### config.mk
export PLATFORM = sky130hd
export DESIGN_NAME = wb_port_arbiter
export DESIGN_NICKNAME = d
export VERILOG_FILES = /design/src/rtl/wb_port_arbiter.sv
export SDC_FILE = /design/constraint.sdc
export NUM_CORES = 1
export LEC_CHECK = 0
export CAP_MARGIN = 20
export CELL_PAD_IN_SITES_DETAIL_PLACEMENT = 1
export CELL_PAD_IN_SITES_GLOBAL_PLACEMENT = 1
export CORE_ASPECT_RATIO = 0.6
export CORE_MARGIN = 2
export CORE_UTILIZATION = 26
export DETAILED_ROUTE_END_ITERATION = 8
export PLACE_DENSITY_LB_ADDON = 0.1
export SYNTH_ARGS = -nofsm -noshare
export SYNTH_HDL_FRONTEND = slang
export SYNTH_SLANG_ARGS = --single-unit
### constraint.sdc
create_clock -name clk -period 1.3 [get_ports clk]
set_input_delay 0.26 -clock clk [delete_from_list [all_inputs] [get_ports clk]]
set_output_delay 0.26 -clock clk [all_outputs]
set_load 0.01 [all_outputs]
### src/rtl/wb_port_arbiter.sv
// wb_port_arbiter
// Two-requester writeback arbiter (EX stage and load unit) that drives a
// single register-file write port one cycle after the grant. It also keeps
// a per-register reservation scoreboard: ID reserves a destination, and a
// writeback to that register clears the reservation.
module wb_port_arbiter #(
    parameter int unsigned DATA_W = 16,
    parameter int unsigned NREG   = 16
) (
    input  logic              clk,
    input  logic              rst,

    input  logic              ex_v_i,
    input  logic [3:0]        ex_name_i,
    input  logic [DATA_W-1:0] ex_data_i,
    output logic              ex_rdy_o,

    input  logic              ld_v_i,
    input  logic [3:0]        ld_name_i,
    input  logic [DATA_W-1:0] ld_data_i,
    output logic              ld_rdy_o,

    input  logic              rsv_v_i,
    input  logic [3:0]        rsv_name_i,
    input  logic              flush_i,

    output logic              we_o,
    output logic [3:0]        wname_o,
    output logic [DATA_W-1:0] wdata_o,
    output logic [NREG-1:0]   reserved_o
);

    // Round-robin memory: which requester won the most recent grant.
    typedef enum logic {
        LAST_EX = 1'b0,
        LAST_LD = 1'b1
    } last_t;

    last_t                r_last;
    last_t                w_last_nxt;

    logic                 w_ex_gnt;
    logic                 w_ld_gnt;
    logic                 w_gnt;
    logic [3:0]           w_gname;
    logic [DATA_W-1:0]    w_gdata;
    logic [NREG-1:0]      w_res_nxt;

    // Arbitration: sole requester wins; on contention the one not granted
    // last wins. Reset and flush suppress every grant.
    always_comb begin
        w_ex_gnt   = 1'b0;
        w_ld_gnt   = 1'b0;
        w_last_nxt = r_last;
        if (!rst && !flush_i) begin
            if (ex_v_i && ld_v_i) begin
                if (r_last == LAST_LD) begin
                    w_ex_gnt = 1'b1;
                end else begin
                    w_ld_gnt = 1'b1;
                end
            end else begin
                w_ex_gnt = ex_v_i;
                w_ld_gnt = ld_v_i;
            end
        end
        if (w_ex_gnt) begin
            w_last_nxt = LAST_EX;
        end else if (w_ld_gnt) begin
            w_last_nxt = LAST_LD;
        end
    end

    // Select the winning requester's destination and data.
    always_comb begin
        w_gnt   = w_ex_gnt | w_ld_gnt;
        w_gname = ex_name_i;
        w_gdata = ex_data_i;
        if (w_ld_gnt) begin
            w_gname = ld_name_i;
            w_gdata = ld_data_i;
        end
    end

    assign ex_rdy_o = w_ex_gnt;
    assign ld_rdy_o = w_ld_gnt;

    // Scoreboard next state: the grant clears its register first, then a
    // reservation sets its register, so a same-register collision keeps the
    // bit set for the newer producer. Flush wipes everything.
    always_comb begin
        w_res_nxt = reserved_o;
        if (flush_i) begin
            w_res_nxt = '0;
        end else begin
            for (int unsigned i = 0; i < NREG; i++) begin
                if (w_gnt && (w_gname == 4'(i))) begin
                    w_res_nxt[i] = 1'b0;
                end
                if (rsv_v_i && (rsv_name_i == 4'(i))) begin
                    w_res_nxt[i] = 1'b1;
                end
            end
        end
    end

    // Last-grant register; reset favours EX on the first contention.
    always_ff @(posedge clk) begin
        if (rst) begin
            r_last <= LAST_LD;
        end else begin
            r_last <= w_last_nxt;
        end
    end

    // Registered write port; address and data hold when no grant occurred.
    always_ff @(posedge clk) begin
        if (rst) begin
            we_o    <= 1'b0;
            wname_o <= '0;
            wdata_o <= '0;
        end else begin
            we_o <= w_gnt;
            if (w_gnt) begin
                wname_o <= w_gname;
                wdata_o <= w_gdata;
            end
        end
    end

    // Reservation scoreboard register.
    always_ff @(posedge clk) begin
        if (rst) begin
            reserved_o <= '0;
        end else begin
            reserved_o <= w_res_nxt;
        end
    end

endmodule

# Yosys cells after proc, flatten, opt, wreduce, memory -nomap -nowiden
# Index checks and enable logic that the tools add are counted.
[op_classes]
bitwise_logic = 1
reduce_logical = 56
mux = 42
n_eq_ne = 30
[ops]
columns = ["operator", "n"]
rows = [
  ["$eq 4x4->1 const B", 16],
  ["$mux 1", 40],
  ["$logic_and 1x1->1", 34],
  ["$reduce_bool 2->1", 17],
  ["$eq 4x3->1 const B", 8],
  ["$eq 4x2->1 const B", 4],
  ["$mux 16", 1],
  ["$eq 4x1->1 const B", 2],
  ["$logic_not 4->1", 2],
  ["$mux 4", 1],
  ["$logic_not 1->1", 2],
  ["$reduce_or 2->1", 1],
  ["$or 1x1->1", 1],
]
[word_totals]
input_bits = 50
out_inout_bits = 39
regBits = 38

# Depth between registers and ports, before layout
# Gate-level depths: netlist (run 1).
[logic_depth]
depth_word = 8
mapped_depth = 6
mapped_depth_nobuf = 5

# Least setup slack after synthesis (run 1)
# Ideal clock, no wire load.
[synth_path]
path_type = "register to register"
start = "register r_last"
end = "register wdata_o[8]"
t_arrival_ns = 1.139
n_path_buf = 2
stages_incl_launch_ff = 7
setup_slack_ns = 0.014
synth_period_minus_slack_ns = 1.286
cell_sequence = "dfxtp_1 a21boi_4 nand2_2 buf_4 buf_4 nand2_1 a311oi_2"
[synth_via]
elab_chain_cells = 4
elab_cells_between_ends = 8
cone_classes = "7 x mux; 1 x bitwise"
[synth_rtl]
columns = ["element", "line_no", "rtl"]
rows = [
  ["start: declaration", "39", "last_t r_last;"],
  ["start signal: assignment", "112", "r_last <= w_last_nxt;"],
  ["$mux 1", "57", "if (r_last == LAST_LD) begin"],
  ["$mux 1", "56", "if (ex_v_i && ld_v_i) begin"],
  ["$mux 1", "55", "if (!rst && !flush_i) begin"],
  ["$mux 16 or $or 1x1->1 (tied branches)", "79, 76", ""],
  ["end signal: assignment", "126", "wdata_o <= w_gdata;"],
  ["end: declaration", "29", "output logic [DATA_W-1:0] wdata_o,"],
]
# Several ways; a longest one is shown, not always the timed one.
# A chain may end at the register's enable or synchronous reset.

# Worst setup path in the final report (run 1)
[layout_path]
start = "register r_last"
end = "register reserved_o[12]"
[layout_via]
elab_chain_cells = 7
elab_cells_between_ends = 11
cone_classes = "1 x eq/ne; 7 x mux; 1 x bitwise; 2 x reduce/logical"
[layout_rtl]
columns = ["element", "line_no", "rtl"]
rows = [
  ["$mux 1", "57", ""],
  ["$mux 1", "56", ""],
  ["$mux 1", "55", ""],
  ["$mux 4", "79", "if (w_ld_gnt) begin"],
  ["$eq 4x4->1", "97", "if (w_gnt && (w_gname == 4'(i))) begin"],
  ["$logic_and 1x1->1 (*)", "97", ""],
  ["$reduce_bool 2->1 (no line) (*)", "-", ""],
  ["end signal: assignment", "136", "reserved_o <= w_res_nxt;"],
  ["end: declaration", "30", "output logic [NREG-1:0] reserved_o"],
]
# Mark *: on every way between the ends. The rest lies on a longest branch, timed or not.

==> results.py, run 1 <==
metrics = {
    "run_status": {
        "outcome": "complete, but fails checks",
        "violations": "negative setup slack",
    },
    "grt": {
        "grt_max_degree": 20,
        "antenna_found_initial": 0,
        "grt_pass1_vias": 2389,
        "overflow": 0,
        "track_usage_pct": 18.61,
        "grt_pass1_wl_um": 11960,
    },
    "power": {
        "power_mw": 3.233,
        "switching_share_pct": 26.83,
        "switching_power_mw": 0.8675,
        "power_leakage_nw": 1.540,
        "intPower_mw": 2.366,
        "power_density_nw_per_um2": 866.5,
        "irDropWorstVdd_mv": 0.4439,
        "seq_power_share_pct": 38.5,
        "p_comb_share_pct": 24.7,
        "clockPowerShare_pct": 36.8,
    },
    "clocking": {
        "htree_levels": 2,
        "clock_sinks": 38,
        "cts.path.max_buffers": 2,
        "cts_made_buffers": 5,
        "cts_tree": "yes",
        "cts_hold_buf": 0,
        "clkLatencyLatePin_ns": 0.28,
        "clk_pin_slew_worst_paths_ns": 0.05,
        "cts_root_buf": "clkbuf_16",
    },
    "cells_and_area": {
        "layout.nets": 423,
        "num-fill-cells": 835,
        "drive_above_1_share_pct": 37.37,
        "syn_to_final_growth_pct": 86.96,
        "fin_area_um2": 3731,
        "antenna_cells": 0,
        "final_util_pct": 50.71,
    },
    "setup_path": {
        "cp_max_fo": 6,
        "r2r_slack_ns": -0.13,
        "arrival_ns": 1.58,
        "cp-endpoint": "reserved_o[12]",
        "end_kind": "flip-flop",
        "rr_startpoint": "r_last",
        "critPathLaunch": "r_last",
        "worst-r2r-cell-count": 5,
        "timing.rr.end": "reserved_o[12]",
        "cp-start-kind": "flip-flop",
        "critPathKind": "reg -> reg",
        "worstPathRequired_ns": 1.45,
    },
    "synth": {
        "yosysSeqAreaShare_pct": 38.12,
        "synth_top_cell_area_share_pct": 38.12,
        "synthFlopType": "dfxtp_1",
        "synth_area_leader_cell": "dfxtp_1",
        "synth_cells": 244,
        "ys_top_cells_by_area": "dfxtp_1 38%, a311oi_2 14%, nand2_1 8.3%",
        "yosysUniqueCellTypes": 32,
        "syn_nets": 294,
        "synth-edff-count": 0,
        "avgSynthCellArea_um2": 8.179,
        "yosysWarnings": 0,
        "async_flop_share_pct": 0,
        "yosys_register_bits": 38,
        "netlist_area_um2": 1996,
    },
    "detailed_routing": {
        "drtPass1Iterations": 4,
        "drt_wl_total_um": 8145,
        "vias": 2373,
        "wire_per_inst_um": 17.11,
        "ant_nets": 0,
        "via_per_inst": 4.985,
        "drt_iter0_markers": 106,
        "drc": 0,
    },
    "sta": {
        "setup_ws_ns": -0.1308,
        "fin_skew_ns": 0.002361,
        "slew-limit-headroom_pct": 78.43,
        "holdWs_ns": 0.3518,
        "timing.fmax_mhz": 698.9,
        "final-max-slew-violation-count": 0,
        "rsz0062_at_grt": "true",
        "setup_viol": 13,
        "finalCriticalPeriod_ns": 1.431,
        "hold_violations": 0,
        "worst_pin_slew_ns": 0.3211,
        "timing.final.crit_share_pct": 110.1,
    },
    "flow_run": {
        "drv_cap": 0,
    },
    "floorplanning": {
        "pin_count": 89,
        "die_w_um": 117.1,
        "die-area_um2": 8415,
        "die_h_um": 71.86,
        "initial_core_util_pct": 27.13,
        "row_count": 24,
        "core-area_um2": 7357,
    },
    "placed_design": {
        "dp_hpwl_um": 5739,
        "place_area_um2": 3273,
        "gp_congestion": 0.8087,
        "portBuffers": 88,
    },
    "worst_hold_path": {
        "hold_path.class": "in -> reg",
        "hp-start": "ld_v_i",
    },
}
cells in the final DEF (no fill, tap or decap), drive strengths merged, types with 3 or more instances in the layout:
cell	n
inv	3
buf	48
dlygate4sd2	46
nand2	45
nor3b	3
or3	4
dfxtp	38
o21ai	16
nand3	6
nand2b	3
nand3b	10
nor2	35
nand4	4
clkbuf	8
a21oi	28
clkdlybuf4s50	34
nor3	4
a311oi	21
worst min path at each step:
stage	slack (ns)	cells past startpoint	end
global route	0.36	3	r_last
detailed placement	0.51	2	wname_o[1]
floorplan	0.36	1	r_last
global placement	0.49	2	reserved_o[2]
finish	0.35	3	r_last
CTS	0.46	3	r_last
kinds of logic after synthesis:
kind of cell / synth area share [%]
simple gates: 27.08
compound gates: 30.53
flops: 38.12
buf+inv: 4.263
through the flow:
step                      setup TNS [ns]  instances  setup WS (ns)
final                            -0.7351        476        -0.1308
after global routing              -1.844        476        -0.1596
after CTS                        -0.3364        472       -0.09526
after detailed placement          -24.30        466        -0.7270
after global placement            -22.71        466        -0.7172
after floorplan                        0        244        0.01415
Yosys cell counts, types with 3 or more instances:
cell type and number:
a21oi_1 28, nor2_1 35, a311oi_2 19, nand4_1 4
clkbuf_1 3, or3_1 4, buf_2 5, nor3b_1 3
nand2b_1 3, nand3b_1 10, nor3_1 4, o21ai_0 14
nand3_1 6, dfxtp_1 38, nand2_1 44
per-layer routing:
metal / track usage, % / wire length [um] / up-vias
li1: - / - / 1143
met4: 5.098 / 129 / 0
met1: 26.28 / 3864 / 1136
met2: 27.94 / 3609 / 81
met3: 5.076 / 541 / 13
met5: 0 / 0 / -
layout make-up:
type | count | area [um^2] | area share, %
Clock buffer | 6 | 138.9 | 3.722
Inverter | 3 | 16.27 | 0.4359
Multi-Input combinational cell | 191 | 1424 | 38.16
Timing Repair Buffer | 134 | 1257 | 33.70
Tap cell | 104 | 130.1 | 3.488
Sequential cell | 38 | 764.5 | 20.49
what timing repair did:
action / in CTS / in global routing
resized for setup: 106 / 51
gates cloned: 0 / 0
setup buffers: 3 / 5
endpoints found under the hold margin: 0 / 0
setup endpoints to repair: 76 / 38
pin swaps: 14 / 24
power by group through the flow:
stage               Sequential [mW]  Combinational [mW]  Clock (mW)
floorplan                      1.29               0.258           0
global placement               1.26               0.699           0
global route                   1.25               0.855        1.27
detailed placement             1.26               0.713           0
CTS                            1.24               0.728        1.21
finish                         1.24               0.798        1.19
state kept, by name (all words and copies together), names as in the netlist:
register,count
we_o,1
wname_o,4
reserved_o,16
r_last,1
wdata_o,16
worst max-delay path, stage by stage, from the launching register on:
cell and delay, ns:
dfxtp_4 0.36, buf_6 0.12, a21bo_4 0.23, or3_4 0.37, a21oi_2 0.14, a21oi_1 0.08
Note: power is estimated with default switching activity, not from simulation.
==> run 2, diff against run 1 <==
CORE_MARGIN = not set   (was 2)
==> run 2 against run 1 <==
The run still ends with negative setup slack left; first-iteration DRC count stayed put; sequential share of layout area increased by 0.27 points; clock power grew 6%; clock-buffer cell count is 1 higher; worst hold slack improved by 0.13 ns; cell area shrank 1.3%; core utilization shrank 0.66 points.
==> results.py, run 2 (synthesized netlist as in run 1, its figures left out) <==
metrics = {
    "run_status": {
        "outcome": "complete, but fails checks",
        "violations": "negative setup slack",
    },
    "grt": {
        "grt_pass1_wl_um": 12720,
        "antenna_found_initial": 0,
        "grt_pass1_vias": 2514,
        "track_usage_pct": 20.85,
        "use_met2_pct": 29.92,
        "grt_util_met1_pct": 30.27,
        "top_usage_layer": "met1",
        "grt.met3_usage_pct": 5.729,
        "overflow": 0,
        "grt_max_degree": 30,
    },
    "setup_path": {
        "cp_top_family": "compound AO/OA/AOI/OAI gates",
        "path_cells": "buf_6 -> a21bo_4 -> or3_4 -> a21oi_2 -> a21oi_1",
        "arrival_ns": 1.56,
        "critPathMaxStageDelay_ns": 0.36,
        "cp-start-kind": "flip-flop",
        "critPathKind": "reg -> reg",
        "crit_buf_inv": 1,
        "worstPathRequired_ns": 1.47,
        "end_kind": "flip-flop",
        "cp_max_fo": 3,
        "critical_path.slowest_cell": "dfxtp_4",
    },
    "clocking": {
        "clkLatencyLatePin_ns": 0.29,
        "clock_sinks": 38,
        "cts_made_buffers": 5,
        "htree_levels": 2,
        "cts.path.max_buffers": 2,
        "clk_pin_slew_worst_paths_ns": 0.06,
        "cts_tree": "yes",
        "cts_root_buf": "clkbuf_16",
    },
    "detailed_routing": {
        "drt_wl_total_um": 8113,
        "via_per_inst": 4.983,
        "ant_nets": 0,
        "vias": 2382,
        "drtPass1Iterations": 4,
        "drc": 0,
        "wire_per_inst_um": 16.97,
        "drt_iter0_markers": 106,
    },
    "power": {
        "p_comb_share_pct": 23.8,
        "clockPowerShare_pct": 38.5,
        "intPower_mw": 2.374,
        "irDropWorstVdd_mv": 0.3730,
        "switching_share_pct": 27.65,
        "power_leakage_nw": 1.536,
        "seq_power_share_pct": 37.7,
        "power_density_nw_per_um2": 891.1,
        "switching_power_mw": 0.9071,
    },
    "sta": {
        "hold_violations": 0,
        "final-max-slew-violation-count": 0,
        "holdWs_ns": 0.4804,
        "rsz0062_at_grt": "true",
        "timing.final.crit_share_pct": 106.8,
        "worst_pin_slew_ns": 0.3483,
        "slew-limit-headroom_pct": 76.71,
        "timing.fmax_mhz": 720.2,
        "fin_skew_ns": 0.004954,
        "finalCriticalPeriod_ns": 1.388,
        "setup_ws_ns": -0.08844,
        "setup_viol": 18,
    },
    "cells_and_area": {
        "layout_commonest_cell": "dlygate4sd2_1",
        "num-fill-cells": 874,
        "drive_above_1_share_pct": 33.42,
        "syn_to_final_growth_pct": 84.51,
        "antenna_cells": 0,
        "final_cell_mix": "47 x dlygate4sd2_1, 43 x nand2_1, 37 x dfxtp_1",
        "layout.nets": 423,
        "fin_area_um2": 3682,
        "stdcell_count": 478,
        "reg.largest.list": "reserved_o: 16 flops, wdata_o: 16 flops, wname_o: 4 flops",
    },
    "placed_design": {
        "placed_cells_incl_taps": 465,
        "portBuffers": 88,
        "place_area_um2": 3253,
        "gp_congestion": 0.7830,
        "dp_hpwl_um": 5717,
    },
    "floorplanning": {
        "initial_core_util_pct": 27.13,
        "die_w_um": 115.1,
        "pin_count": 89,
        "die-area_um2": 8041,
        "row_count": 24,
        "die_h_um": 69.86,
        "core-area_um2": 7357,
    },
    "worst_hold_path": {
        "hold_path.class": "in -> reg",
    },
    "flow_run": {
        "drv_cap": 0,
    },
}
run 2: changes by cell type in the layout (fill, tap and decap cells not counted), sizes merged:
cell | previous run | this run
buf | 48 | 47
clkbuf | 8 | 9
clkdlybuf4s15 | 2 | 1
clkinv | 0 | 1
dlygate4sd2 | 46 | 47
dlymetal6s2s | 2 | 3
run 2: power groups by stage:
stage          clock network, mW  logic, mW  registers [mW]
2_1_floorplan                  0      0.258            1.29
3_3_place_gp                   0      0.698            1.26
3_5_place_dp                   0      0.708            1.27
4_1_cts                     1.29      0.743            1.24
5_1_grt                     1.35      0.838            1.24
6_report                    1.26      0.782            1.24
run 2: worst reg2reg max path: cells and delay by family (launching register included):
family                 cells  cell delay, ns
and+or+nand+nor            1            0.36
AOI/OAI and AO/OA          3            0.43
DFF                        1            0.36
buffers and inverters      1            0.12
run 2: worst paths after layout:
| path | endpoint | slack [ns] | cells after the start | from |
|---|---|---|---|---|
| setup / recovery | reserved_o[8] | -0.09 | 5 | r_last |
| hold / removal | reserved_o[0] | 0.48 | 4 | flush_i |
| setup reg to reg | reserved_o[8] | -0.09 | 5 | r_last |
| hold reg to reg | wname_o[1] | 0.53 | 2 | wname_o[1] |
run 2: layer usage:
metal	part of all wire [%]	vias up
met3	5.7	8
met5	0	-
met2	42	65
met4	1.1	0
met1	51	1158
li1	-	1151
run 2: layout make-up:
class / instances / area, um^2 / area share, %
clock buffer: 7 / 142.6 / 3.874
inverter: 3 / 16.27 / 0.4417
multi-input combinational: 191 / 1384 / 37.58
clock inverter: 1 / 5.005 / 0.1359
sequential: 38 / 764.5 / 20.76
tap: 104 / 130.1 / 3.534
timing repair buffer: 134 / 1240 / 33.67
run 2: through the flow:
| step | setup WS (ns) | power (mW) | TNS (ns) | utilization [%] |
|---|---|---|---|---|
| CTS | -0.1141 | 3.273 | -0.8626 | 48.62 |
| finish | -0.08844 | 3.281 | -0.5683 | 50.05 |
| global placement | -0.7136 | 1.962 | -22.25 | 44.22 |
| detailed placement | -0.6838 | 1.974 | -23.09 | 44.22 |
| global route | -0.1358 | 3.430 | -2.456 | 50.05 |
| floorplan | 0.01415 | 1.544 | 0 | - |
run 2: repair_timing:
item	4_1_cts	5_1_grt
gates cloned	1	1
setup buffers	4	1
pin swaps	16	10
hold buffers	0	0
resized for setup	108	24
endpoints found under the setup margin	76	38
==> patch 1 (settings of run 1) <==
`DATA_W`: 16 -> 20.
--- a/src/rtl/wb_port_arbiter.sv
+++ b/src/rtl/wb_port_arbiter.sv
@@ -4,7 +4,7 @@
 // a per-register reservation scoreboard: ID reserves a destination, and a
 // writeback to that register clears the reservation.
 module wb_port_arbiter #(
-    parameter int unsigned DATA_W = 16,
+    parameter int unsigned DATA_W = 20,
     parameter int unsigned NREG   = 16
 ) (
     input  logic              clk,
Ports: changed (resized ex_data_i, ld_data_i and wdata_o); port bits go from 89 to 101. No check against the original RTL was run, so the function may have changed too.
==> patch 1 against run 1 <==
The run still ends with setup timing left. Critical endpoint is now reserved_o[1]. Sequential cell count rose by 4. Maximum frequency down 2.0%. Highest routed layer unchanged. Clock skew is 0.0033 ns higher. Wire length is 19% higher. Final area grew 17%. Area after synthesis up 8.6%. Non-clock buffer count is 33 higher. Total power rose by 13%. Setup slack worse by 0.030 ns.
==> patch 1: results (changes against run 1) <==
set qor(run_status) {finished, violations left} ;# unchanged
set qor(violated_checks) {setup timing} ;# unchanged
set qor(cp.arrival_ns) 1.61 ;# was 1.58 ns
set qor(vdd_ir_drop_max_mv) 0.496 ;# was 0.444 mV
set qor(detailed_place_hpwl_um) 6330 ;# was 5740 um
set qor(worst_slack_ns) -0.160 ;# was -0.131 ns
set qor(dp.cells) 497 ;# was 466
set qor(netlist.area_leader.share) 0.388 ;# was 0.381
set qor(hp-start) {ex_v_i} ;# was ld_v_i
set qor(synthTopCellsByArea) {dfxtp_1 39%, a311oi_2 13%, nand2_1 8.8%} ;# was dfxtp_1 38%, a311oi_2 14%, nand2_1 8.3%
set qor(largestRegisters) {wdata_o: 20 flops, reserved_o: 16 flops, wname_o: 4 flops} ;# was reserved_o: 16 flops, wdata_o: 16 flops, wname_o: 4 flops
set qor(finish_stage_setup_viols) 40 ;# was 13
set qor(fin_cells) 533 ;# was 476
set qor(grt_max_degree) 26 ;# was 20
set qor(first_global_vias) 2718 ;# was 2389
set qor(p_int_w) 0.00266 ;# was 0.00237 W
set qor(grt_total_usage) 0.216 ;# was 0.186
set qor(leakagePower_nw) 1.85 ;# was 1.54 nW
set qor(globalRouteMet2Util) 0.347 ;# was 0.279
set qor(yosysUniqueCellTypes) 33 ;# was 32
set qor(number_of_instances_in_the_synthesized_netlist) 264 ;# was 244
set qor(preCtsSetupSlack_ns) -0.733 ;# was -0.727 ns
set qor(drt-initial-drc-count) 122 ;# was 106
set qor(drt-met1-wl_um) 4540 ;# was 3860 um
set qor(gp_congestion) 0.864 ;# was 0.809
set qor(reg2reg_slack_ns) -0.16 ;# was -0.13 ns
set qor(ys_seq_area_frac) 0.388 ;# was 0.381
set qor(first_pass_grt_wire_length_um) 15000 ;# was 12000 um
set qor(fin_setup_tns_ns) -2.13 ;# was -0.735 ns
set qor(detail_route.vias_per_cell) 4.97 ;# was 4.99
set qor(critical-path-slowest-cell) {dfxtp_4} ;# was or3_4
[patch 1: changes by cell type after synthesis, sizes merged, moves of 2 or more]
| cell | change |
|---|---|
| nor3b | -2 |
| a311oi | +3 |
| nand2 | +7 |
| nor2 | +3 |
| dfxtp | +4 |
| clkbuf | +2 |
[patch 1: layout make-up]
| class | count | area (um2) |
|---|---|---|
| fillers | 916 | 3590 |
| clock buffers | 6 | 139 |
| inverters | 3 | 18.8 |
| repair buffers | 167 | 1730 |
| multi-input cells | 205 | 1500 |
| well taps | 108 | 135 |
| flip-flops and latches | 42 | 845 |
| clock inverters | 2 | 12.5 |
[patch 1: cell families after synthesis]
family	synth area share
AND/OR/NAND/NOR	0.275
AO/OA/AOI/OAI	0.293
flip-flops	0.388
buffers and inverters	0.0439
[patch 1: what timing repair did]
item | CTS | global route
resized for setup | 150 | 23
buffers inserted | 20 | 5
endpoints found under the setup margin | 84 | 41
pin swaps | 48 | 31
gates cloned | 7 | 0
==> patch 2 (settings of run 1) <==
Made on the original files. Reset style: asynchronous (`rst`), changed in 3 clocked blocks.
--- a/src/rtl/wb_port_arbiter.sv
+++ b/src/rtl/wb_port_arbiter.sv
@@ -105,7 +105,7 @@
     end
 
     // Last-grant register; reset favours EX on the first contention.
-    always_ff @(posedge clk) begin
+    always_ff @(posedge clk or posedge rst) begin
         if (rst) begin
             r_last <= LAST_LD;
         end else begin
@@ -114,7 +114,7 @@
     end
 
     // Registered write port; address and data hold when no grant occurred.
-    always_ff @(posedge clk) begin
+    always_ff @(posedge clk or posedge rst) begin
         if (rst) begin
             we_o    <= 1'b0;
             wname_o <= '0;
@@ -129,7 +129,7 @@
     end
 
     // Reservation scoreboard register.
-    always_ff @(posedge clk) begin
+    always_ff @(posedge clk or posedge rst) begin
         if (rst) begin
             reserved_o <= '0;
         end else begin
Behaviour: differs if rst is asserted again (counterexample within 4 cycles, from zero or initial values and one cycle with rst high); with rst held inactive, the same outputs for 10 cycles.
==> patch 2 against run 1 <==
Wire length is 18% higher. Global-route usage is 2.5 points higher. Die area is 1.3% higher. Total power is 22% higher. Sequential power is 11% higher. Maximum frequency is 11% lower. Critical path type unchanged. Hold slack worse by 0.21 ns. Sequential cell count stayed put. The flow still finishes with violations (setup timing). Non-clock buffer count is 3 lower. Core utilization is 3.3 points higher. Area after synthesis is 1.4% higher. Setup slack worse by 0.18 ns. Final area is 6.9% higher. Critical path depth is 1 higher.
==> patch 2: results (changes against run 1) <==
set qor(run_status) {finished, violations left} ;# unchanged
set qor(violated_checks) {setup timing} ;# unchanged
set qor(leakagePower_nw) 1.70 ;# was 1.54 nW
set qor(filler_cell_count) 831 ;# was 835
set qor(clockRootBuffer) {clkbuf_16} ;# unchanged
set qor(firstDrtPassIters) 4 ;# unchanged
set qor(skew_ns) 0.00530 ;# was 0.00236 ns
set qor(critical_path_peak_fanout) 7 ;# was 6
set qor(grt_total_usage) 0.211 ;# was 0.186
set qor(path_delay_family) {flip-flops} ;# was compound AO/OA/AOI/OAI gates
set qor(fin_setup_tns_ns) -7.41 ;# was -0.735 ns
set qor(hp-class) {in -> async} ;# was in -> reg
set qor(synthTopCellsByArea) {dfrtp_1 46%, nand2_1 8.2%, nor2_1 8.2%} ;# was dfxtp_1 38%, a311oi_2 14%, nand2_1 8.3%
set qor(antenna_found_initial) 0 ;# unchanged
set qor(drt-initial-drc-count) 114 ;# was 106
set qor(clock_latency_ns) 0.29
set qor(gp_congestion) 0.825 ;# was 0.809
set qor(ys_seq_area_frac) 0.471 ;# was 0.381
set qor(critical-path-slowest-cell) {dfstp_2} ;# was or3_4
set qor(synth_xor_area_frac) 0 ;# unchanged
set qor(clock_tree.htree_level_count) 2 ;# unchanged
set qor(max_stage_delay_on_crit_path_ns) 0.57 ;# was 0.37 ns
set qor(cp.arrival_ns) 1.77 ;# was 1.58 ns
set qor(port-buffer-count) 88 ;# unchanged
set qor(synth.area.mux_share) 0 ;# unchanged
set qor(syn_nets) 288 ;# was 294
set qor(worst_slack_ns) -0.312 ;# was -0.131 ns
set qor(synthArstFlopShare) 1.00 ;# was 0
set qor(drt-wirelength-per-cell_um) 20.3 ;# was 17.1 um
set qor(yosysUniqueCellTypes) 34 ;# was 32
set qor(finish_stage_setup_viols) 39 ;# was 13
set qor(insertedDiodeCount) 0 ;# unchanged
set qor(first_pass_grt_wire_length_um) 14000 ;# was 12000 um
set qor(clkTransAtPathRegs_ns) 0.06
set qor(worst_slew_pin_slew_ns) 0.380 ;# was 0.321 ns
set qor(layout-drive-gt1-share) 0.341 ;# was 0.374
set qor(nNetsFinal) 416 ;# was 423
set qor(grt_max_degree) 39 ;# was 20
set qor(detail_route.vias_per_cell) 5.07 ;# was 4.99
set qor(synth-compound-area-share) 0.204 ;# was 0.305
set qor(first_global_vias) 2488 ;# was 2389
set qor(cts_inserted_buffers) 5 ;# unchanged
set qor(synth_fa_ha_area_frac) 0 ;# unchanged
set qor(vdd_ir_drop_max_mv) 0.448 ;# was 0.444 mV
set qor(grt.overflow.total) 0 ;# unchanged
set qor(largestRegisters) {reserved_o: 16 flops, wdata_o: 16 flops, wname_o: 4 flops} ;# unchanged
set qor(synth-warning-count) 0 ;# unchanged
set qor(detailed_place_hpwl_um) 5470 ;# was 5740 um
set qor(clockBufferDepth) 2 ;# unchanged
set qor(ant_nets) 0 ;# unchanged
set qor(most_frequent_cells_after_synthesis) {44 x nand2_1, 44 x nor2_1, 37 x dfrtp_1} ;# was 44 x nand2_1, 38 x dfxtp_1, 35 x nor2_1
[patch 2: cell count changes in the layout (fill, tap and decap cells not counted), moves of 13 or more]
| cell | delta |
|---|---|
| o21ai_0 | -13 |
| dfxtp_1 | -37 |
| nor2_1 | +25 |
| nand2_1 | -18 |
| a311oi_2 | -20 |
| nor2_2 | -15 |
| a31oi_1 | +14 |
| dfrtp_1 | +37 |
[patch 2: cell type report]
| cell class | count | area [um2] | area share |
|---|---|---|---|
| sequential | 38 | 952 | 0.239 |
| timing repair buffer | 131 | 1370 | 0.343 |
| multi-input combinational | 187 | 1360 | 0.340 |
| clock buffer | 7 | 133 | 0.0332 |
| tap | 104 | 130 | 0.0326 |
| clock inverter | 1 | 30.0 | 0.00753 |
| inverter | 3 | 18.8 | 0.00470 |
[patch 2: path summary, 6_finish.rpt]
kind	to	cells past startpoint	startpoint	slack (ns)
worst max-delay path	reserved_o[10]	6	r_last	-0.31
worst min-delay path	wdata_o[15]	3	rst	0.15
worst max register to register	reserved_o[10]	6	r_last	-0.31
worst min register to register	wname_o[0]	2	wname_o[0]	0.50
max in group asynchronous	r_last	3	rst	0.90
min in group clk	wname_o[0]	2	wname_o[0]	0.50
[patch 2: kinds of logic (layout without fill, tap and decap cells)]
family	count (synthesis)	after routing
AOI/OAI and AO/OA	59	59
and+or+nand+nor	128	128
DFF	38	38
buffers and inverters	13	142
[patch 2: layer usage]
metal	routed length (um)	GRT usage	vias up
met5	0	0	-
met1	4610	0.301	1196
met2	4330	0.329	73
met4	153	0.0482	0
li1	-	-	1103
met3	488	0.0487	14
[patch 2: worst register-to-register path, stage by stage (launching register included)]
cell      delay [ns]
dfstp_2         0.57
buf_6           0.11
a21bo_4         0.18
nand3b_1        0.16
a21oi_2         0.23
buf_6           0.15
a211oi_1        0.07
[patch 2: report_power, final]
part	total (W)	switching [W]	internal, W	leakage [nW]
combinational	0.00116	0.000569	0.000586	1.16
sequential	0.00138	0.0000721	0.00131	0.468
clock	0.00141	0.000502	0.000908	0.0781
[patch 2: metrics by stage]
stage           util  std cells  hold slack (ns)  setup slack, ns  cell area (um2)
6_report       0.540        471            0.146           -0.312             3990
5_1_grt        0.540        471            0.199           -0.353             3990
4_1_cts        0.500        464            0.167           -0.216             3690
3_5_place_dp   0.434        446            0.498           -0.676             3210
3_3_place_gp   0.434        446            0.475           -0.646             3210
2_1_floorplan      -        238            0.408          -0.0384             2050
[patch 2: timing repair]
item | 4_1_cts | 5_1_grt
gates cloned | 4 | 3
resized for setup | 115 | 55
pin swaps | 30 | 43
setup endpoints to repair | 77 | 38
setup buffers | 7 | 4
